[config.mk]
export PLATFORM = sky130hd
export DESIGN_NAME = pipe_reg_chain
export DESIGN_NICKNAME = d
export VERILOG_FILES = /design/src/rtl/pipe_reg_chain.sv
export SDC_FILE = /design/constraint.sdc
export NUM_CORES = 1
export LEC_CHECK = 0
export BUFFER_PORTS_ARGS = -buffer_cell sky130_fd_sc_hd__buf_2
export CORE_UTILIZATION = 59
export CTS_BUF_LIST = sky130_fd_sc_hd__clkbuf_8
export CTS_CLUSTER_SIZE = 30
export DETAILED_ROUTE_END_ITERATION = 8
export GPL_TIMING_DRIVEN = 0
export PLACE_DENSITY = 0.88
export SKIP_LAST_GASP = 1
export SYNTH_ARGS = -nofsm -noshare
export SYNTH_HDL_FRONTEND = slang
export SYNTH_SLANG_ARGS = --single-unit
export TNS_END_PERCENT = 1
[constraint.sdc]
create_clock -name clk -period 5.35 [get_ports clk]
set_clock_uncertainty 0.15 [all_clocks]
set_input_delay 0.535 -clock clk [delete_from_list [all_inputs] [get_ports clk]]
set_output_delay 0.535 -clock clk [all_outputs]
set_load 0.1 [all_outputs]
[src/rtl/pipe_reg_chain.sv]
// pipe_reg_chain: STAGES-deep stallable register chain with bubble collapse and flush.
// Optional macro PIPE_REG_CLEAR_DATA_EN forces data to RESET_VAL in every empty or flushed stage.
module pipe_reg_chain #(
  parameter int unsigned        WIDTH     = 32,
  parameter int unsigned        STAGES    = 2,
  parameter logic [WIDTH-1:0]   RESET_VAL = '0,
  localparam int unsigned       OCC_W     = $clog2(STAGES + 1)
) (
  input  logic             clk,
  input  logic             clr,
  input  logic             in_valid,
  input  logic [WIDTH-1:0] in_data,
  output logic             in_ready,
  input  logic             stall,
  input  logic             flush,
  output logic             out_valid,
  output logic [WIDTH-1:0] out_data,
  output logic [OCC_W-1:0] occupancy
);

  logic [STAGES-1:0] r_valid;
  logic [WIDTH-1:0]  r_data [STAGES];
  logic [OCC_W-1:0]  r_occ;

  logic [STAGES-1:0] w_adv;
  logic [STAGES-1:0] w_src_valid;
  logic [WIDTH-1:0]  w_src_data [STAGES];
  logic              w_accept;
  logic              w_deliver;

  // Stage k may move iff some stage at or downstream of k is empty, or the output drains.
  // Written in closed form so no bit of w_adv depends on another bit of itself.
  for (genvar g = 0; g < STAGES; g++) begin : g_adv
    assign w_adv[g] = !stall || !(&r_valid[STAGES-1:g]);
  end

  // NOTE: every always_comb output gets a default first so no latch is inferred.
  always_comb begin
    w_src_valid    = '0;
    w_src_valid[0] = in_valid;
    for (int k = 0; k < STAGES; k++) w_src_data[k] = in_data;
    for (int k = 1; k < STAGES; k++) begin
      w_src_valid[k] = r_valid[k-1];
      w_src_data[k]  = r_data[k-1];
    end
  end

  assign w_accept  = in_valid && w_adv[0];
  assign w_deliver = r_valid[STAGES-1] && !stall;

  // NOTE: sequential state uses non-blocking assignments only, so every stage samples pre-edge values.
  always_ff @(posedge clk or posedge clr) begin
    if (clr) begin
      r_valid <= '0;
      r_occ   <= '0;
    end else if (flush) begin
      r_valid <= '0;
      r_occ   <= '0;
    end else begin
      r_valid <= (w_adv & w_src_valid) | (~w_adv & r_valid);
      r_occ   <= r_occ + OCC_W'(w_accept) - OCC_W'(w_deliver);
    end
  end

  // NOTE: the stage data array is flops, not RAM, so it takes the async reset like any register.
  always_ff @(posedge clk or posedge clr) begin
    if (clr) begin
      for (int k = 0; k < STAGES; k++) r_data[k] <= RESET_VAL;
    end else begin
      for (int k = 0; k < STAGES; k++) begin
`ifdef PIPE_REG_CLEAR_DATA_EN
        if (flush)
          r_data[k] <= RESET_VAL;
        else if (w_adv[k])
          r_data[k] <= w_src_valid[k] ? w_src_data[k] : RESET_VAL;
`else
        if (w_adv[k])
          r_data[k] <= w_src_data[k];
`endif
      end
    end
  end

  assign in_ready  = w_adv[0];
  assign out_valid = r_valid[STAGES-1];
  assign out_data  = r_data[STAGES-1];
  assign occupancy = r_occ;

endmodule

* Word-level counts from Yosys, hierarchy flattened
Index checks and enable logic that the tools add are counted.
** Word-level totals
- Bits of input ports :: 37
- Register bits :: 68
** Operators by class
- Reductions and logical operators :: 8
- Mux-type cells :: 2
- Bitwise operators :: 4
- Add/subtract/negate cells :: 2
** Operators by type and width (count)
- 2-bit AND :: 2
- 2-bit two-way mux :: 2
- 1-bit logical NOT :: 3
- 2-bit by 1-bit adder with 2-bit output :: 1
- 1-bit logical AND :: 2
- 1-bit logical OR :: 2
- 2-bit inverter :: 1
- 2-bit OR :: 1
- 2-bit AND reduction :: 1
- 2-bit by 1-bit subtractor with 2-bit output :: 1

* Longest topological paths before layout
- Depth after elaboration :: 7
- Depth in mapped cells :: 8
- Depth with buffers taken out :: 7

* Worst setup path after synthesis
No wires, ideal clock.
- Kind :: register to register
- Start :: reg r_valid[1]
- End :: reg r_occ[1], in the netlist occupancy[1]
- Setup slack :: 2.723 ns
- Clock period less this slack :: 2.627 ns
- Arrival :: 2.406 ns
- Library setup time :: 0.072 ns
- Stages on the path, launching flop included :: 9
- Data required time :: 5.128 ns
- Cell sequence :: dfrtp_1 > nand3_2 > clkbuf_8 > nand2_1 > ha_1 > inv_1 > ha_1 > xnor3_1 > nor2_1
** On the way
- Longest elaborated chain between the ends :: 7
** Ends and longest elaborated chain
- start: declaration :: line 21 : logic [STAGES-1:0] r_valid;
- start signal: assignment :: line 60 : r_valid <= (w_adv & w_src_valid) | (~w_adv & r_valid);
- 2-bit AND reduction :: line 34 : assign w_adv[g] = !stall || !(&r_valid[STAGES-1:g]);
- 1-bit logical NOT :: line 34
- 1-bit logical OR :: line 34
- named net in_ready :: line 13 : output logic in_ready,
- 1-bit logical AND :: line 48 : assign w_accept = in_valid && w_adv[0];
- 2-bit by 1-bit adder with 2-bit output :: line 61 : r_occ <= r_occ + OCC_W'(w_accept) - OCC_W'(w_deliver);
- 2-bit by 1-bit subtractor with 2-bit output :: line 61
- 2-bit two-way mux :: line 56 : end else if (flush) begin
- end signal: assignment :: line 61
- end: declaration :: line 23 : logic [OCC_W-1:0] r_occ;
The timed path passes the listed nets, and every way through them passes these cells.
A chain may end at the register's enable or synchronous reset.

* Worst setup path after layout
- Start :: reg r_valid[1]
- End :: out in_ready
** On the way
- Longest elaborated chain between the ends :: 3
** Ends and longest elaborated chain (line)
- 2-bit AND reduction :: 34
- 1-bit logical NOT :: 34
- 1-bit logical OR :: 34
- end: declaration :: 13
Every way passes these cells.

==> flow_summary.ini <==
[outcome]
status = complete, but fails checks
violations = DRC

[die]
die_area_sq_mm = 0.00507
start_util_pct = 63.2
core_region_area_sq_mm = 0.00447
core.rowCount = 24
die_h_um = 71.2
io_pins = 73
die_w_um = 71.2

[route]
drt_iter0_drc = 55
dr_total_vias = 1600
first_pass_iters = 6
via_per_inst = 4.94
drcViolationCount = 5
routed_wl_um = 4460
ant_nets = 0
wl_per_cell_um = 13.8

[finish]
postLayoutCoreUtil_pct = 76.6
diodes = 0
multiInputGateArea_sq_um = 818
mostFrequentLayoutCells = buf_2, dfrtp_1, mux2_2
layout_commonest_cell = buf_2
final_net_count = 308
nFillCells = 292
fin_cells = 324
seq_area_sq_mm = 0.00170
syn_to_final_growth_pct = 21.3
drive_gt1_share_pct = 70.2

[clock_network]
postCtsSetupRepairBufs = 0
cts_made_buffers = 9
cts_resized = 0
clk_latency_ns = 0.33
clockBufferDepth = 2
clk_pin_slew_ns = 0.07
root_buffer = clkbuf_8
cts.htree.levels = 3
postCtsHoldBufs = 0
cts_tree = done
cts_sinks = 68

[pwr]
p_leak_nw = 1.70
ir_drop_uv = 231
p_per_area_mw_per_mm2 = 346

[run]
drv_cap = 0

[setup_path]
arrival_ns = 1.61
path_class = flop to output pin
crit_fanout = 10
worst_ep_required_time_ns = 4.66
cp-end-kind = output pin
critPathLaunchType = flop

[sta]
grt_setup_unrepaired = no
fin_hold_ws_ns = 0.179
setup_violations = 0
worst_slack_ns = 3.05
period_minus_slack_ns = 2.30
finalCritPeriodShare_pct = 43.0
max_freq_mhz = 435
relSlewSlack_pct = 50.9
drv_slew = 0
hold_viol = 0
tightest_slew_ns = 0.736
fin_tns_setup_ns = 0

[placement]
gp_congestion = 0.719
pre_cts_ws_ns = 3.13
dp_hpwl_um = 3240
dp.cells = 310
portBuffers = 72

[worst_hold_path]
hp-class = primary input to async pin

[logic_synthesis]
synth_cells = 185
ys_ff_latch = 68
synth_top_family_by_area = multiplexers
synth_fa_ha_area_share_pct = 0.885
synth-compound-area-share_pct = 0.354
ys_seq_area_share_pct = 60.2
synth_xor_area_share_pct = 0.796
syn_nets = 224
avgSynthCellArea_sq_um = 15.3
synthSimpleGateAreaFrac_pct = 1.42
synth_area_sq_mm = 0.00283
synth_cell_types = 14
yosys-mux-area-fraction_pct = 25.5
synth-warning-count = 0

[grt]
antenna_found_initial = 0
grt_use_total_pct = 20.1
grt_pass1_wl_um = 7530
grt_pass1_vias = 1672
grt_max_degree = 36
globalRouteOverflowTotal = 0
[worst max-delay path, cell delays in order (launching register included)]
cell      delay [ns]
dfrtp_1         0.42
nand3_2         0.21
clkbuf_8        0.22
buf_2           0.43
[synth_stat cells]
master	instances	area, sq um
nand2_1	2	7.51
clkbuf_8	3	41.3
a21oi_1	2	10.0
and2b_2	1	8.76
nor2b_1	1	6.26
xnor3_1	1	22.5
dfrtp_1	68	1700
buf_2	3	15.0
ha_1	2	25.0
nand3_2	1	10.0
mux2_2	64	721
nor2_1	2	7.51
buf_4	32	240
inv_1	3	11.3
[logic make-up after synthesis]
kind of cell,after synthesis
DFF,68
muxes,64
buffers and inverters,41
and+or+nand+nor,7
AOI/OAI and AO/OA,2
adders and majority gates,2
xor gates and xnor gates,1
[final timing paths]
path                                 start           end  slack, ns  cells past startpoint
worst max-delay path            r_valid[1]      in_ready       3.05                      3
worst min-delay path                   clr  out_data[13]       0.18                      2
worst max register to register  r_valid[1]  occupancy[1]       3.47                      8
worst min register to register  r_data[43]  out_data[11]       0.35                      1
max in group asynchronous              clr    r_data[61]       4.25                      3
min in group clk                     flush  occupancy[1]       0.26                      2
[sequential cells by signal, summed over array words and instances (netlist names)]
signal     flops
out_data      32
occupancy      2
r_data        32
r_valid        2
[power by group]
part	total (mW)	internal, mW	switching, mW
Combinational	0.276	0.0784	0.198
Clock	0.343	0.171	0.172
Sequential	0.567	0.549	0.0179
[layout make-up]
type	count	share of cell area, %
plain buffers	38	8.65
clock buffers	10	4.01
inverters	3	0.328
flip-flops and latches	68	49.6
repair buffers	73	11.1
well taps	52	1.90
multi-input cells	76	23.9
clock inverters	4	0.547
[routing by layer]
layer	GRT usage, %	vias to the layer above	part of all wire [%]
met2	32.9	48	49
met3	4.64	8	4.2
li1	-	766	-
met4	10.0	0	1.8
met5	0	-	0
met1	25.4	778	45
[metrics by stage]
stage | cell area, sq um | power (mW)
floorplan | 2830 | 0.807
global placement | 3250 | 0.847
detailed placement | 3270 | 0.855
CTS | 3430 | 1.20
global route | 3430 | 1.24
finish | 3430 | 1.19
(Power assumes the default switching activity.)
